## src/rtl/lap_stopwatch.sv

```systemverilog
// Stopwatch with start/stop, lap hold and clear, driving a multiplexed active-low 7-segment display.
// Optional macro LEADING_ZERO_BLANK_EN blanks leading zero digits from d2 upward.
module lap_stopwatch #(
    parameter int CLK_HZ     = 50_000_000,
    parameter int TICK_HZ    = 100,
    parameter int SCAN_HZ    = 400,
    parameter int NUM_DIGITS = 8
) (
    input  logic                  cp,
    input  logic                  reset,
    input  logic                  start_stop,
    input  logic                  lap_clr,
    output logic [NUM_DIGITS-1:0] LED_bit,
    output logic [7:0]            LED_SEG,
    output logic                  running,
    output logic                  ovf
);

    localparam int TICK_DIV = CLK_HZ / TICK_HZ;
    localparam int SCAN_DIV = CLK_HZ / SCAN_HZ;
    localparam int TW = $clog2(TICK_DIV);
    localparam int SW = $clog2(SCAN_DIV);
    localparam int IW = $clog2(NUM_DIGITS);
    localparam logic [TW-1:0] TICK_LAST = TW'(TICK_DIV - 1);
    localparam logic [SW-1:0] SCAN_LAST = SW'(SCAN_DIV - 1);
    localparam logic [IW-1:0] IDX_LAST  = IW'(NUM_DIGITS - 1);
    localparam logic [NUM_DIGITS-1:0] ONE_HOT0 = NUM_DIGITS'(1);

    typedef enum logic [1:0] {S_IDLE, S_RUN, S_LAP, S_PAUSE} state_t;

    state_t                      state_q, state_d;
    logic                        ss_q, ss_d, lc_q, lc_d;
    logic [TW-1:0]               presc_q, presc_d;
    logic [SW-1:0]               scan_q, scan_d;
    logic [IW-1:0]               idx_q, idx_d;
    logic [NUM_DIGITS-1:0][3:0]  digit_q, digit_d;
    logic [NUM_DIGITS-1:0][3:0]  lap_q, lap_d;
    logic                        ovf_q, ovf_d;
    logic [NUM_DIGITS-1:0]       led_bit_q, led_bit_d;
    logic [7:0]                  led_seg_q, led_seg_d;

    logic                        ss_evt, lc_evt, counting, tick, carry, dp;
    logic [NUM_DIGITS-1:0][3:0]  shown;
    logic [3:0]                  cur;
    logic [6:0]                  seg;
`ifdef LEADING_ZERO_BLANK_EN
    logic                        hi_zero;
`endif

    function automatic logic [3:0] digit_max(input int i);
        return (i == 3 || i == 5) ? 4'd5 : 4'd9;
    endfunction

    // Segment order {g,f,e,d,c,b,a}, active-high here; codes above 9 blank.
    function automatic logic [6:0] seg7(input logic [3:0] d);
        case (d)
            4'd0:    return 7'h3F;
            4'd1:    return 7'h06;
            4'd2:    return 7'h5B;
            4'd3:    return 7'h4F;
            4'd4:    return 7'h66;
            4'd5:    return 7'h6D;
            4'd6:    return 7'h7D;
            4'd7:    return 7'h07;
            4'd8:    return 7'h7F;
            4'd9:    return 7'h6F;
            default: return 7'h00;
        endcase
    endfunction

    always_comb begin
        state_d = state_q;
        ss_d    = start_stop;
        lc_d    = lap_clr;
        presc_d = presc_q;
        scan_d  = scan_q;
        idx_d   = idx_q;
        digit_d = digit_q;
        lap_d   = lap_q;
        ovf_d   = ovf_q;

        ss_evt   = start_stop & ~ss_q;
        lc_evt   = lap_clr & ~lc_q;
        counting = (state_q == S_RUN) || (state_q == S_LAP);
        tick     = counting && (presc_q == TICK_LAST);

        if (state_q == S_IDLE)
            presc_d = '0;
        else if (counting)
            presc_d = tick ? '0 : presc_q + 1'b1;

        // carry means "tick and every lower digit is at its maximum"
        carry = tick;
        for (int i = 0; i < NUM_DIGITS; i++) begin
            if (carry)
                digit_d[i] = (digit_q[i] == digit_max(i)) ? 4'd0 : digit_q[i] + 4'd1;
            carry = carry && (digit_q[i] == digit_max(i));
        end
        if (carry)
            ovf_d = 1'b1;

        case (state_q)
            S_IDLE: begin
                if (ss_evt) state_d = S_RUN;
            end
            S_RUN: begin
                if (ss_evt) begin
                    state_d = S_PAUSE;
                end else if (lc_evt) begin
                    state_d = S_LAP;
                    lap_d   = digit_q;
                end
            end
            S_LAP: begin
                if (ss_evt)      state_d = S_PAUSE;
                else if (lc_evt) state_d = S_RUN;
            end
            S_PAUSE: begin
                if (ss_evt) begin
                    state_d = S_RUN;
                end else if (lc_evt) begin
                    state_d = S_IDLE;
                    digit_d = '0;
                    ovf_d   = 1'b0;
                end
            end
            default: state_d = S_IDLE;
        endcase

        if (scan_q == SCAN_LAST) begin
            scan_d = '0;
            idx_d  = (idx_q == IDX_LAST) ? '0 : idx_q + 1'b1;
        end else begin
            scan_d = scan_q + 1'b1;
        end

        shown = (state_q == S_LAP) ? lap_q : digit_q;
        cur   = shown[idx_q];
        dp    = (int'(idx_q) == 2) || (int'(idx_q) == 4) || (int'(idx_q) == 6);
        seg   = seg7(cur);
`ifdef LEADING_ZERO_BLANK_EN
        hi_zero = 1'b1;
        for (int i = 0; i < NUM_DIGITS; i++)
            if (i >= int'(idx_q) && shown[i] != 4'd0) hi_zero = 1'b0;
        if (hi_zero && int'(idx_q) >= 2)
            seg = 7'h00;
`endif
        led_seg_d = ~{dp, seg};
        led_bit_d = ~(ONE_HOT0 << idx_q);
    end

    always_ff @(posedge cp) begin
        if (reset) begin
            state_q   <= S_IDLE;
            ss_q      <= 1'b0;
            lc_q      <= 1'b0;
            presc_q   <= '0;
            scan_q    <= '0;
            idx_q     <= '0;
            digit_q   <= '0;
            lap_q     <= '0;
            ovf_q     <= 1'b0;
            led_bit_q <= '1;
            led_seg_q <= 8'hFF;
        end else begin
            state_q   <= state_d;
            ss_q      <= ss_d;
            lc_q      <= lc_d;
            presc_q   <= presc_d;
            scan_q    <= scan_d;
            idx_q     <= idx_d;
            digit_q   <= digit_d;
            lap_q     <= lap_d;
            ovf_q     <= ovf_d;
            led_bit_q <= led_bit_d;
            led_seg_q <= led_seg_d;
        end
    end

    assign LED_bit = led_bit_q;
    assign LED_SEG = led_seg_q;
    assign running = (state_q == S_RUN) || (state_q == S_LAP);
    assign ovf     = ovf_q;

endmodule

```

## config.mk

```make
export PLATFORM = sky130hd
export DESIGN_NAME = lap_stopwatch
export DESIGN_NICKNAME = d
export VERILOG_FILES = /design/src/rtl/lap_stopwatch.sv
export SDC_FILE = /design/constraint.sdc
export NUM_CORES = 1
export LEC_CHECK = 0
export CAP_MARGIN = 20
export CORE_MARGIN = 1
export CORE_UTILIZATION = 55
export CTS_CLUSTER_SIZE = 28
export DETAILED_ROUTE_END_ITERATION = 10
export PLACE_DENSITY = 0.75
export SKIP_CTS_REPAIR_TIMING = 1
export SKIP_LAST_GASP = 1
export SLEW_MARGIN = 20
export SYNTH_ARGS = -nofsm -noshare
export SYNTH_HDL_FRONTEND = slang
export SYNTH_SLANG_ARGS = --single-unit
```

## constraint.sdc

```tcl
create_clock -name cp -period 5.84 [get_ports cp]
set_input_delay 1.752 -clock cp [delete_from_list [all_inputs] [get_ports cp]]
set_output_delay 1.752 -clock cp [all_outputs]
set_load 0.01 [all_outputs]
```

; ---- Yosys cells after proc, flatten, opt, wreduce, memory -nomap -nowiden
; Memories as Yosys holds them, arrays and structs flattened.
; Index checks and enable logic that the tools add are counted.
[totals]
n_memories = 1
output_inout_bits = 18
romBits = 112
wordCells = 120
ff_bits = 124
inputBits = 4
[op_classes]
magnitude_cmp = 1
mux = 36
add_sub_neg = 11
shift = 1
eq_ne = 21
reduce_logical = 17
bitwise_logic = 7
[memory_table]
columns = memory, depth, width, rd, rd_ports_with_merged_regs, write_ports, line
row1 = (no name shown), 16, 7, 1, 0, 0, 56  ; case (d)
[op_table]
columns = cell, count
row1 = 32-bit 2-to-1 mux, 4
row2 = 4-bit 2-to-1 mux, 17
row3 = 4-bit by 1-bit adder with 4-bit output (second input constant), 8
row4 = 4-bit == test (second input constant), 6
row5 = 19-bit by 1-bit adder with 19-bit output (second input constant), 1
row6 = 19-bit == test (second input constant), 1
row7 = 19-bit 2-to-1 mux, 1
row8 = 17-bit by 1-bit adder with 17-bit output (second input constant), 1
row9 = 17-bit == test (second input constant), 1
row10 = 8-bit NOT, 2
row11 = 2-bit 2-to-1 mux, 7
row12 = 4-bit binary-select mux with 3-bit select, 1
row13 = 3-bit == test (second input constant), 3
row14 = 1-bit logical AND, 9
row15 = 3-bit inequality test (second input constant), 3
row16 = 4-bit by 3-bit == test with 1-bit output (second input constant), 2
row17 = 2-bit one-hot mux with 4 select lines, 1
row18 = 1-bit by 3-bit << shifter with 8-bit output (first input constant), 1
row19 = 2-bit == test (second input constant), 2
row20 = 3-bit by 4-bit < comparator with 1-bit output (second input constant), 1
row21 = 1-bit 2-to-1 mux, 4
row22 = 4-bit AND reduction, 1
row23 = 2-bit OR reduction, 2
row24 = 3-bit by 1-bit adder with 3-bit output (second input constant), 1
row25 = other kinds (9), 14

; ---- Depth between registers and ports, before layout
; Gate-level depths: netlist of the first run.
[logic_depth]
depth_word = 15
ltp_mapped = 11
ltp_nobuf = 9

; ---- Worst setup path before layout of the first run
; Ideal clock, no wire load.
[synth_path]
path_kind = input to register
startpoint = input start_stop
endpoint = register lap_q[5] (netlist bit)
stages = 7
slack_ns = 2.967
n_path_buf = 3
t_arrival_ns = 2.803
t_required_ns = 5.770
setup_ns = 0.070
cell_sequence = nand2b_1 > clkbuf_1 > and3_1 > clkbuf_1 > clkbuf_1 > nand2_1 > a21oi_1
[synth_between]
elab_chain_cells = 3
[synth_lines]
columns = item, line
row1 = start: declaration, 11  ; input logic start_stop,
row2 = 1-bit bitwise AND, 82  ; ss_evt = start_stop & ~ss_q;
row3 = 1-bit NOT (no source line), -
row4 = 3-bit AND reduction (no source line), -
row5 = end signal: assignment, 173  ; lap_q <= lap_d;
row6 = end: declaration, 37  ; logic [NUM_DIGITS-1:0][3:0] lap_q, lap_d;
; No other way between the ends.
; A chain may end at the register's enable or synchronous reset.

; ---- Worst setup path in the final report of the first run
[layout_path]
startpoint = register state_q[1]
endpoint = output running
[layout_between]
elab_chain_cells = 2
elab_cells_between_ends = 3
classes_between = 2 x eq/ne / 1 x reduce/logical
[layout_lines]
columns = item, line
row1 = start: declaration, 31  ; state_t state_q, state_d;
row2 = start signal: assignment, 166  ; state_q <= state_d;
row3 = 2-bit by 1-bit == test with 1-bit output or 2-bit == test (tied branches), 182  ; assign running = (state_q == S_RUN) || (state_q == S_LAP);
row4 = 1-bit logical OR (*), 182
row5 = end: declaration, 15  ; output logic running,
; Mark *: on every way between the ends. The rest lies on a longest branch, timed or not.

==> results of run 1 <==
-- per-layer routing --
layer / up-vias / global-route usage / wire length, um
met1: 2371 / 0.296 / 5820
met5: - / 0 / 0
li1: 2393 / - / -
met2: 94 / 0.440 / 7060
met3: 31 / 0.0650 / 552
met4: 0 / 0.140 / 355
-- worst paths after layout --
check / slack (ps) / start / to / cells past startpoint
setup / recovery: 1940 / state_q[1] / running / 3
hold reg to reg: 450 / scan_q[0] / scan_q[0] / 1
hold / removal: 450 / scan_q[0] / scan_q[0] / 1
setup reg to reg: 2700 / state_q[1] / digit_q[22] / 7
-- through the flow --
stage                util  instance area, um2
finish              0.655                6820
global route        0.655                6820
CTS                 0.654                6810
detailed placement  0.596                6210
global placement    0.596                6210
floorplan               -                5990
-- sequential cells by signal, summed over array words and instances (netlist names) --
register  count
LED_SEG       8
LED_bit       8
digit_q      32
idx_q         3
lap_q        32
lc_q          1
ovf           1
presc_q      19
scan_q       17
ss_q          1
state_q       2
-- cells in the final DEF, fill, tap and decap left out, types with 5 or more instances in the layout --
master           netlist  final
nor3_1                 9      9
o31ai_1               10     10
mux2i_1                5      5
and3_1                 6      5
xnor2_1               14     14
inv_1                 24     24
nand2_1              108    107
clkbuf_8               2      6
nand3_1               23     22
or4_1                 10     10
mux4_2                18     18
a21oi_1               63     63
xor2_1                21     21
nand4b_1               6      6
dfxtp_1              124    124
nand4_1               19     19
nor2b_1               14     14
ha_1                  17     17
nand2b_1               7      7
o21ai_0               15     15
and4_1                 6      6
clkdlybuf4s50_1        0     21
clkbuf_16              0     16
a31oi_1                6      6
nor2_1                54     54
-- power by group --
part	total, uW	switching, uW	internal [uW]
registers	866	8.46	857
clock network	1070	370	702
logic	145	92.0	53.3
-- cells by family after synthesis --
group           after synthesis  synth area share
flops                       124             0.415
compound gates              112             0.108
xor+xnor                     35            0.0512
mux                          24            0.0780
buf+inv                      60            0.0445
fa+ha+maj                    17            0.0355
simple gates                303             0.268
-- critical path, cell delays in order, from the launching register on --
cell and delay, ps:
dfxtp_1 420, inv_1 90, ha_1 490, clkdlybuf4s50_1 610
-- synth_stat cells (2+ instances only) --
cell type  number  area share
and3_1          6      0.0063
clkbuf_2        2      0.0017
nand2b_1        7      0.0073
o21ai_0        15       0.013
or4_1          10       0.013
ha_1           17       0.036
dfxtp_1       124        0.41
inv_1          24       0.015
o311ai_0        3      0.0044
a22oi_1         2      0.0025
buf_4           2      0.0025
a211oi_1        3      0.0038
and4_1          6      0.0088
nor4bb_1        3      0.0050
nor4b_1         2      0.0029
nand4b_1        6      0.0088
nor3b_1         3      0.0038
buf_2           3      0.0025
or3_1           4      0.0042
nand3_1        23       0.019
and2_1          3      0.0031
nor2_1         54       0.034
nand3b_1        4      0.0050
mux4_2         18       0.068
and3_2          3      0.0038
xor2_1         21       0.031
clkbuf_8        2      0.0046
a31oi_1         6      0.0063
xnor2_1        14       0.020
o211ai_1        2      0.0025
nor4_4          2      0.0071
o21a_1          2      0.0025
a31o_2          2      0.0029
clkbuf_1       25       0.016
a21oi_1        63       0.053
nor3_1          9      0.0075
nor2b_1        14       0.015
nand4_1        19       0.020
nand2_1       108       0.068
nand3_2         2      0.0033
mux2i_1         5      0.0084
o31ai_1        10       0.013
nor4_1          3      0.0031
-- area by class of cell --
class	count	area, um2	area share
timing repair buffer	24	233	0.0341
inverter	24	90.1	0.0132
multi-input combinational	491	3250	0.476
clock buffer	24	490	0.0719
sequential	124	2480	0.364
clock inverter	7	110	0.0161
tap	136	170	0.0249
==> impl_metrics.py, run 1 <==
metrics = {
    "sta": {
        "setup_tns_ps": 0,
        "setup_viol": 0,
        "slew_headroom": 0.365,
        "rsz0062_at_grt": "no",
        "maxSlewViolCount": 0,
        "fin_crit_ps": 3900,
        "holdWs_ps": 449,
        "clock-skew-final_ps": 10.5,
        "final.setup.worst_slack_ps": 1940,
        "timing.final.hold_violations": 0,
        "worstMarginPinSlew_ps": 951,
        "period_share": 0.667,
        "fmax_mhz": 257,
    },
    "cells_and_area": {
        "area_growth_pct": 14.0,
        "fin_cells": 830,
        "final.fill_count": 835,
        "nNetsFinal": 703,
        "n_antenna_cell": 0,
        "drive_above_1_share": 0.105,
    },
    "clock_tree": {
        "cts.clk_slew.worst_paths_ps": 60,
        "cts-htree-levels": 4,
        "clock-sinks": 124,
        "numCtsBuffers": 17,
        "cts_tree": "done",
        "clk_path_buf_depth": 2,
        "clk_latency_ps": 540,
        "root_buffer": "clkbuf_8",
    },
    "worst_setup_path": {
        "crit_required_ps": 4090,
        "worst_ep_arrival_time_ps": 2150,
        "end_kind": "primary output",
        "crit_type": "reg -> out",
        "critPathLaunchType": "flop",
        "cp_max_fo": 8,
    },
    "outcome": {
        "status": "finished, final reports clean",
    },
    "floorplan": {
        "die_y_um": 106,
        "core_area_um2": 10400,
        "die_area_um2": 11300,
        "fp.dieW_um": 106,
        "initial_core_util": 0.575,
        "rows": 37,
        "io_pins": 22,
    },
    "synthesis": {
        "yosys_warnings": 0,
        "synthesis.nets": 696,
        "synth_edf_count": 0,
        "synthCells": 675,
        "ys_seq_area_frac": 0.415,
        "synth_cell_types": 62,
        "synth-seq-cells": 124,
        "netlist_area_um2": 5990,
        "synth_ff_type": "dfxtp_1",
        "postSynth.asyncResetShare": 0,
        "avgSynthCellArea_um2": 8.87,
    },
    "routing": {
        "wire_per_inst_um": 16.6,
        "via_per_inst": 5.89,
        "drt_wl_total_mm": 13.8,
        "drt_iter0_markers": 328,
        "via_count": 4889,
        "drt.antenna.violating_nets": 0,
        "firstDrtPassIters": 5,
        "drc": 0,
    },
    "power_and_ir_drop": {
        "finalPower_uw": 2080,
        "powerDensity_nw_per_um2": 305,
        "irDropWorstVdd_mv": 0.241,
        "leakage_uw": 0.00226,
    },
    "placed_design": {
        "dp.cells": 799,
        "place.gp.congestion": 0.829,
        "post-dp-hpwl_mm": 9.06,
        "io_buffer_count": 21,
        "post-place-ws_ps": 1660,
    },
    "global_routing": {
        "grt_max_degree": 48,
        "track_usage": 0.258,
        "grt_pass1_vias": 4662,
        "antenna_found_initial": 0,
        "grt_pass1_wl_mm": 22.4,
        "grt_overflow_total": 0,
    },
    "hold_path": {
        "min_path_type": "reg -> reg",
    },
    "run": {
        "maxCapViolCount": 0,
    },
}
Note: power is estimated with default switching activity, not from simulation.
==> run 2: changes to the inputs <==
Settings changed: PLACE_DENSITY 0.75 to 0.78.
Clock period 5.84 ns to 3.2 ns, I/O delays scaled along.
==> impl_metrics.py, run 2 (synthesized netlist as in run 1, its figures left out) <==
metrics = {
    "worst_setup_path": {
        "cp_max_fo": 8,
        "crit_required_ps": 2240,
        "crit_type": "reg -> out",
        "end_kind": "primary output",
        "worst_ep_arrival_time_ps": 2130,
        "critPathLaunchType": "flop",
    },
    "power_and_ir_drop": {
        "leakage_uw": 0.00231,
        "irDropWorstVdd_mv": 0.403,
        "powerDensity_nw_per_um2": 547,
        "finalPower_uw": 3770,
    },
    "cells_and_area": {
        "utilization": 0.661,
        "nNetsFinal": 712,
        "area_growth_pct": 15.0,
        "layout_common_cells": "dfxtp_1, nand2_1, a21oi_1",
        "n_antenna_cell": 0,
        "top_regs": "digit_q x32, lap_q x32, presc_q x19",
        "final_common_cell": "dfxtp_1",
        "drive_above_1_share": 0.114,
    },
    "clock_tree": {
        "clk_path_buf_depth": 2,
        "clk_latency_ps": 520,
        "numCtsBuffers": 17,
        "clock-sinks": 124,
        "root_buffer": "clkbuf_8",
        "cts_tree": "done",
        "cts-htree-levels": 4,
        "cts.clk_slew.worst_paths_ps": 60,
    },
    "sta": {
        "maxSlewViolCount": 0,
        "slew_headroom": 0.451,
        "timing.final.hold_violations": 0,
        "holdWs_ps": 454,
        "fin_crit_ps": 3090,
        "period_share": 0.964,
        "setup_tns_ps": 0,
        "worstMarginPinSlew_ps": 817,
        "setup_viol": 0,
        "fmax_mhz": 324,
        "clock-skew-final_ps": 6.96,
        "rsz0062_at_grt": "no",
    },
    "global_routing": {
        "grt_overflow_total": 0,
        "grt_pass1_vias": 4878,
        "antenna_found_initial": 0,
        "grt_pass1_wl_mm": 22.7,
        "track_usage": 0.257,
        "grt_max_degree": 33,
    },
    "routing": {
        "via_count": 4993,
        "drt_iter0_markers": 393,
        "drt_wl_total_mm": 13.6,
        "wire_per_inst_um": 16.2,
        "firstDrtPassIters": 7,
        "via_per_inst": 5.95,
        "drt.antenna.violating_nets": 0,
        "drc": 0,
    },
    "floorplan": {
        "die_area_um2": 11300,
        "core_area_um2": 10400,
        "die_y_um": 106,
        "rows": 37,
        "fp.dieW_um": 106,
        "initial_core_util": 0.575,
        "io_pins": 22,
    },
    "run": {
        "maxCapViolCount": 0,
    },
    "outcome": {
        "status": "finished, final reports clean",
    },
    "hold_path": {
        "min_path_type": "reg -> reg",
    },
    "placed_design": {
        "io_buffer_count": 21,
        "place.gp.congestion": 0.847,
        "post-dp-hpwl_mm": 9.31,
    },
}
## run 2: power by group
group	internal (uW)	switching (uW)	leakage, uW	total [uW]
clock	1270	649	0.000299	1920
combinational	101	166	0.00100	267
sequential	1560	16.8	0.00100	1580
## run 2: critical path: stages (launching register included)
cell and delay, ps:
dfxtp_1 410, inv_1 100, ha_1 490, clkdlybuf4s50_1 610
## run 2: worst paths after layout
check,startpoint,to,slack (ps),depth (start not counted)
worst min register to register,lap_q[3],lap_q[3],450,2
worst max-delay path,state_q[1],running,110,3
worst max register to register,state_q[0],LED_SEG[5],360,10
worst min-delay path,lap_q[3],lap_q[3],450,2
## run 2: final cells by class
class	instances	area [um2]
Fill cell	788	3530
Multi-Input combinational cell	491	3240
Tap cell	136	170
Sequential cell	124	2480
Clock inverter	5	77.6
Clock buffer	26	528
Timing Repair Buffer	33	300
Inverter	24	90.1
## run 2: per-layer routing
| metal | track usage | part of all wire |
|---|---|---|
| met5 | 0 | 0 |
| met4 | 0.118 | 0.021 |
| met3 | 0.0619 | 0.059 |
| met2 | 0.453 | 0.52 |
| met1 | 0.291 | 0.40 |
## run 2: metrics by stage
step                std cells  worst slack, ps  area (um2)
finish                    839              115        6890
CTS                       839             93.8        6890
global placement          808              524        6280
detailed placement        808              384        6280
global route              839             12.5        6890
floorplan                 675              562        5990
